`src/rtl/div_module.sv`:
```
// div_module: multi-cycle radix-2 restoring divider for RV32M DIV/DIVU/REM/REMU
module div_module #(
  parameter int XLEN = 32
) (
  input  logic            clk,
  input  logic            rst,
  input  logic            DIV_vld,
  input  logic [XLEN-1:0] DIV_OPRA,
  input  logic [XLEN-1:0] DIV_OPRB,
  input  logic [2:0]      funct3,
  input  logic [4:0]      rd_index,
  input  logic            div_kill,
  input  logic            div_ack,
  output logic            div_busy,
  output logic            div_res_vld,
  output logic [XLEN-1:0] div_result,
  output logic [4:0]      div_rd_index
);
  localparam int CW = $clog2(XLEN) + 1;
  localparam logic [XLEN-1:0] MIN = {1'b1, {(XLEN-1){1'b0}}};
  typedef enum logic [1:0] {IDLE, CALC, FIX, DONE} state_t;
  state_t state_q, state_d;
  logic [CW-1:0] cnt_q, cnt_d;
  logic [XLEN-1:0] quo_q, quo_d, rem_q, rem_d, dvs_q, dvs_d, res_q, res_d;
  logic [4:0] rd_q, rd_d, rdl_q, rdl_d;
  logic rem_sel_q, rem_sel_d, sign_q_q, sign_q_d, sign_r_q, sign_r_d, vld_q, vld_d;
  logic [XLEN-1:0] abs_a, abs_b, shf;
  logic [XLEN:0] trial;
  always_comb begin
    abs_a = (~funct3[0] & DIV_OPRA[XLEN-1]) ? -DIV_OPRA : DIV_OPRA;
    abs_b = (~funct3[0] & DIV_OPRB[XLEN-1]) ? -DIV_OPRB : DIV_OPRB;
    shf = {rem_q[XLEN-2:0], quo_q[XLEN-1]};
    trial = {1'b0, shf} - {1'b0, dvs_q};
    state_d = state_q;
    cnt_d = cnt_q;
    quo_d = quo_q;
    rem_d = rem_q;
    dvs_d = dvs_q;
    res_d = res_q;
    rd_d = rd_q;
    rdl_d = rdl_q;
    rem_sel_d = rem_sel_q;
    sign_q_d = sign_q_q;
    sign_r_d = sign_r_q;
    vld_d = (state_q == DONE) & ~(div_ack & vld_q);
    if (div_kill) begin
      state_d = IDLE;
      vld_d = 1'b0;
    end else begin
      case (state_q)
        IDLE: if (DIV_vld & funct3[2]) begin
          rem_sel_d = funct3[1];
          sign_q_d = ~funct3[0] & (DIV_OPRA[XLEN-1] ^ DIV_OPRB[XLEN-1]);
          sign_r_d = ~funct3[0] & DIV_OPRA[XLEN-1];
          rdl_d = rd_index;
          quo_d = abs_a;
          dvs_d = abs_b;
          rem_d = '0;
          cnt_d = '0;
          state_d = CALC;
          // Divide-by-zero and signed overflow bypass the iteration entirely
          if (DIV_OPRB == '0) begin
            state_d = DONE;
            res_d = funct3[1] ? DIV_OPRA : '1;
            rd_d = rd_index;
          end else if (~funct3[0] & (DIV_OPRA == MIN) & (DIV_OPRB == '1)) begin
            state_d = DONE;
            res_d = funct3[1] ? '0 : MIN;
            rd_d = rd_index;
          end
        end
        CALC: begin
          quo_d = {quo_q[XLEN-2:0], ~trial[XLEN]};
          rem_d = trial[XLEN] ? shf : trial[XLEN-1:0];
          cnt_d = cnt_q + 1'b1;
          state_d = (cnt_q == CW'(XLEN-1)) ? FIX : CALC;
        end
        FIX: begin
          res_d = rem_sel_q ? (sign_r_q ? -rem_q : rem_q) : (sign_q_q ? -quo_q : quo_q);
          rd_d = rdl_q;
          state_d = DONE;
        end
        default: state_d = (div_ack & vld_q) ? IDLE : DONE;
      endcase
    end
  end
  always_ff @(posedge clk or posedge rst) begin
    if (rst) begin
      state_q <= IDLE;
      cnt_q <= '0;
      quo_q <= '0;
      rem_q <= '0;
      dvs_q <= '0;
      res_q <= '0;
      rd_q <= '0;
      rdl_q <= '0;
      rem_sel_q <= 1'b0;
      sign_q_q <= 1'b0;
      sign_r_q <= 1'b0;
      vld_q <= 1'b0;
    end else begin
      state_q <= state_d;
      cnt_q <= cnt_d;
      quo_q <= quo_d;
      rem_q <= rem_d;
      dvs_q <= dvs_d;
      res_q <= res_d;
      rd_q <= rd_d;
      rdl_q <= rdl_d;
      rem_sel_q <= rem_sel_d;
      sign_q_q <= sign_q_d;
      sign_r_q <= sign_r_d;
      vld_q <= vld_d;
    end
  end
  assign div_busy = state_q != IDLE;
  assign div_res_vld = vld_q;
  assign div_result = res_q;
  assign div_rd_index = rd_q;
endmodule

```
`config.mk`:
```
export PLATFORM = sky130hd
export DESIGN_NAME = div_module
export DESIGN_NICKNAME = d
export VERILOG_FILES = /design/src/rtl/div_module.sv
export SDC_FILE = /design/constraint.sdc
export NUM_CORES = 1
export LEC_CHECK = 0
export CAP_MARGIN = 20
export CELL_PAD_IN_SITES_DETAIL_PLACEMENT = 1
export CELL_PAD_IN_SITES_GLOBAL_PLACEMENT = 1
export CORE_MARGIN = 4
export CORE_UTILIZATION = 45
export CTS_BUF_LIST = sky130_fd_sc_hd__clkbuf_8
export DETAILED_ROUTE_END_ITERATION = 8
export GPL_TIMING_DRIVEN = 0
export HOLD_SLACK_MARGIN = 0.02
export PLACE_DENSITY = 0.91
export SLEW_MARGIN = 20
export SYNTH_ARGS = -nofsm -noshare
export SYNTH_HDL_FRONTEND = slang
export SYNTH_SLANG_ARGS = --single-unit
```
`constraint.sdc`:
```
create_clock -name clk -period 6.7 [get_ports clk]
set_clock_uncertainty 0.15 [all_clocks]
set_input_delay 0.67 -clock clk [delete_from_list [all_inputs] [get_ports clk]]
set_output_delay 0.67 -clock clk [all_outputs]
set_load 0.005 [all_outputs]
```
==> results.py, run 1 <==
metrics = {
    "timing": {
        "setup_slack_ns": 2.07,
        "fmax_mhz": 216,
        "period_share_pct": 69.2,
        "final_max_slew_viol_count": 0,
        "hold_violations": 0,
        "relSlewSlack_pct": 19.5,
        "finalSetupViolCount": 0,
        "min_period_ns": 4.63,
        "worst_pin_slew_ns": 1.20,
        "rsz0062_at_grt": "no",
    },
    "worst_setup_path": {
        "cp-start-kind": "input port",
        "critPathArrivalTime_ns": 4.82,
        "crit_path_start": "DIV_OPRB[0]",
        "cp-endpoint": "div_rd_index[1]$_DFFE_PP0P_",
        "crit_required_ns": 6.88,
        "critical_path_class": "in -> reg",
        "slowest_delay_ns": 0.65,
        "rr_startpoint": "quo_q[31]$_DFFE_PP0P_",
        "regToRegSetupSlack_ns": 2.34,
        "cp-end-kind": "register",
        "reg2regPathDepth": 14,
        "regToRegEndpoint": "rem_q[25]$_DFFE_PP0P_",
        "path_cells": "clkdlybuf4s50_1 > inv_1 > ha_1 > or4b_1 > nor4_4 > nand3_1 > nor4_4 > nor2_1 > o21ai_1 > nand2_1 > clkbuf_1 > buf_2 > nand2_1 > o21ai_1",
        "crit_fanout": 10,
        "crit_path_top_delay_cell": "nor4_4",
    },
    "place": {
        "placed_area_mm2": 0.0126,
        "gp_congestion": 0.899,
        "placedCellCount": 1793,
        "post-place-ws_ns": 1.63,
        "dp.final_hpwl_um": 31300,
        "placement.io_buffers": 115,
    },
    "route": {
        "ant_nets": 0,
        "drt_iter0_markers": 1089,
        "wl_per_cell_um": 22.1,
        "vias_per_cell": 6.13,
        "dr.pass1.iters": 7,
        "num_vias": 11189,
        "remaining_drc_errors": 0,
        "routed_wl_um": 40300,
    },
    "clock_network": {
        "cts_buffer_depth": 2,
        "cts_tree": "built",
        "htreeDepth": 4,
        "hold_buffers": 0,
        "postCtsSetupBuffers": 0,
        "clk_latency_ns": 0.48,
        "cts_resized": 0,
        "path_clk_slew_ns": 0.09,
        "cts_root_buf": "clkbuf_8",
        "cts_made_buffers": 17,
        "cts.sinks": 150,
    },
    "pwr": {
        "p_total_mw": 4.92,
        "p_switching_mw": 2.31,
        "power_density_mw_per_mm2": 375,
        "peakVddDrop_uv": 178,
        "p_int_mw": 2.60,
        "p_seq_share_pct": 28.1,
        "cellLeakagePower_nw": 5.54,
        "clockPowerShare_pct": 17.7,
        "p_sw_share_pct": 47.0,
        "comb_power_share_pct": 54.2,
    },
    "layout": {
        "n_fill_cell": 2954,
        "utilization_pct": 54.1,
        "regArea_mm2": 0.00375,
        "instances_no_fill": 1825,
        "final_nets": 1605,
        "multiInputGateArea_mm2": 0.00681,
        "post_route_cells_drive_above_1_share_pct": 3.53,
        "syn_to_final_growth_pct": 18.9,
        "n_antenna_cell": 0,
        "final_cell_area_mm2": 0.0131,
    },
    "outcome": {
        "status": "finished clean",
    },
    "global_route": {
        "grt_max_degree": 95,
        "grt_pass1_vias": 12043,
        "grt_pass1_wl_um": 64700,
        "grt_util_all_layers_pct": 30.1,
        "antenna_found_initial": 0,
        "grt_overflow_total": 0,
    },
    "logic_synthesis": {
        "synthCells": 1353,
        "synth_cell_types": 65,
        "yosys_warnings": 0,
        "synth_area_per_cell_um2": 8.16,
        "ys_ff_latch": 150,
        "synth_top_area_share_pct": 34.0,
        "syn_area_mm2": 0.0110,
        "synth_flop_cell": "dfrtp_1",
        "seq_area_frac_synth_pct": 34.0,
        "synth_nets": 1470,
        "async_flop_share_pct": 100,
        "synth_edf_count": 0,
        "synth_area_leaders": "dfrtp_1 34%, xor2_1 6.4%, nand2_1 6.2%, o21ai_0 6.0%, xnor2_1 5.1%",
        "synth.largest_area_cell": "dfrtp_1",
    },
    "floorplan": {
        "fp.dieArea_mm2": 0.0271,
        "ioPinCount": 116,
        "die_w_um": 165,
        "core-area_mm2": 0.0242,
        "initial_utilization_pct": 45.5,
        "die_y_um": 165,
        "rows": 57,
    },
    "run": {
        "max_cap_viol_count": 0,
    },
    "hold_path": {
        "hp-class": "reg -> reg",
    },
}
-- Yosys cell counts, types with 30 or more instances --
library cell,number
nand2b_1,32
ha_1,39
o21ai_1,32
inv_1,53
nor2_1,88
a21oi_1,89
xnor2_1,64
xor2_1,81
nand2_1,183
clkbuf_1,65
o21ai_0,132
dfrtp_1,150
o31ai_1,30
-- worst min path at each step --
stage / from / end / cells after the start
2_1_floorplan: rdl_q[0]$_DFFE_PP0P_ / rdl_q[0]$_DFFE_PP0P_ / 2
3_3_place_gp: rdl_q[4]$_DFFE_PP0P_ / rdl_q[4]$_DFFE_PP0P_ / 2
3_5_place_dp: div_result[30]$_DFFE_PP0P_ / div_result[30]$_DFFE_PP0P_ / 1
4_1_cts: dvs_q[27]$_DFFE_PP0P_ / dvs_q[27]$_DFFE_PP0P_ / 2
5_1_grt: div_result[26]$_DFFE_PP0P_ / div_result[26]$_DFFE_PP0P_ / 1
6_report: div_result[26]$_DFFE_PP0P_ / div_result[26]$_DFFE_PP0P_ / 1
-- power by group through the flow --
stage	Sequential, mW	Clock, mW	Combinational [mW]
3_5_place_dp	1.38	0	2.59
2_1_floorplan	1.28	0	1.92
5_1_grt	1.41	0.917	2.95
6_report	1.38	0.873	2.66
4_1_cts	1.37	0.873	2.64
3_3_place_gp	1.37	0	2.46
-- critical path, delay by kind of cell --
family,cells,cell delay [ns]
fa+ha+maj,1,0.22
compound gates,2,0.26
buf+inv,4,1.22
simple gates,7,2.44
-- placed cells by master, fill, tap and decap left out, drive strengths merged, types with 6 or more instances in the layout --
cell type	count
a21o	20
ha	39
a31oi	14
or3	19
a21oi	89
a22o	9
clkbuf	82
bufinv	6
nand2b	32
clkdlybuf4s50	115
and2	6
nor2b	7
nor3	19
nand4	15
mux2i	26
a22oi	28
o211ai	6
o21ai	164
nand3	20
or4	10
xor2	81
nor2	88
o41ai	12
buf	10
inv	56
o221ai	13
xnor2	64
o31ai	31
dfrtp	150
nor4	11
nand2	184
a211oi	23
-- registers in the layout (all words and copies together), names as in the netlist --
name and count:
div_result 32, state_q 2, cnt_q 6, rem_q 32, quo_q 32, div_res_vld 1, sign_r_q 1, rdl_q 5
rem_sel_q 1, sign_q_q 1, dvs_q 32, div_rd_index 5
-- cell type report --
class	instances	area share, %
multi-input combinational	1076	51.9
sequential	150	28.6
timing repair buffer	116	8.98
tap	324	3.09
buffer	74	2.15
clock inverter	15	1.92
clock buffer	17	1.78
inverter	53	1.57
-- metal layers --
layer,global-route usage [%],vias to the layer above,part of all wire [%]
met5,0,-,0
met4,11.7,0,3.3
met3,4.89,111,6.4
met2,53.5,438,50
met1,36.5,5521,40
li1,-,5119,-
-- stage by stage --
stage	TNS, ns	hold WS [ns]
after detailed placement	0	0.320
after floorplan	0	0.295
after global routing	0	0.357
after CTS	0	0.341
after global placement	-37.73	0.308
final	0	0.336
-- kinds of logic (layout without fill, tap and decap cells) --
family / count (synthesis) / after routing / synth area share, %
mux: 26 / 26 / 2.36
xor+xnor: 145 / 145 / 11.5
flops: 150 / 150 / 34.0
simple gates: 425 / 425 / 18.2
fa+ha+maj: 40 / 40 / 4.60
buf+inv: 127 / 275 / 4.35
compound gates: 440 / 440 / 25.0
Note: power is estimated with default switching activity, not from simulation.
==> run 2: changes to the inputs <==
clock period = 4.8 ns   (was 6.7 ns; I/O delays follow)
==> results of run 2 <==
Same layout as run 1 (identical final DEF). Status: finished clean.
Among the figures that moved: setup slack after placement 1.63 ns -> -0.0757 ns; setup slack after layout 2.07 ns -> 0.356 ns; hold slack 0.336 ns -> 0.275 ns; register-to-register setup slack 2.34 ns -> 0.44 ns; total power 4.92 mW -> 6.87 mW; worst IR drop on VDD 178 uV -> 249 uV
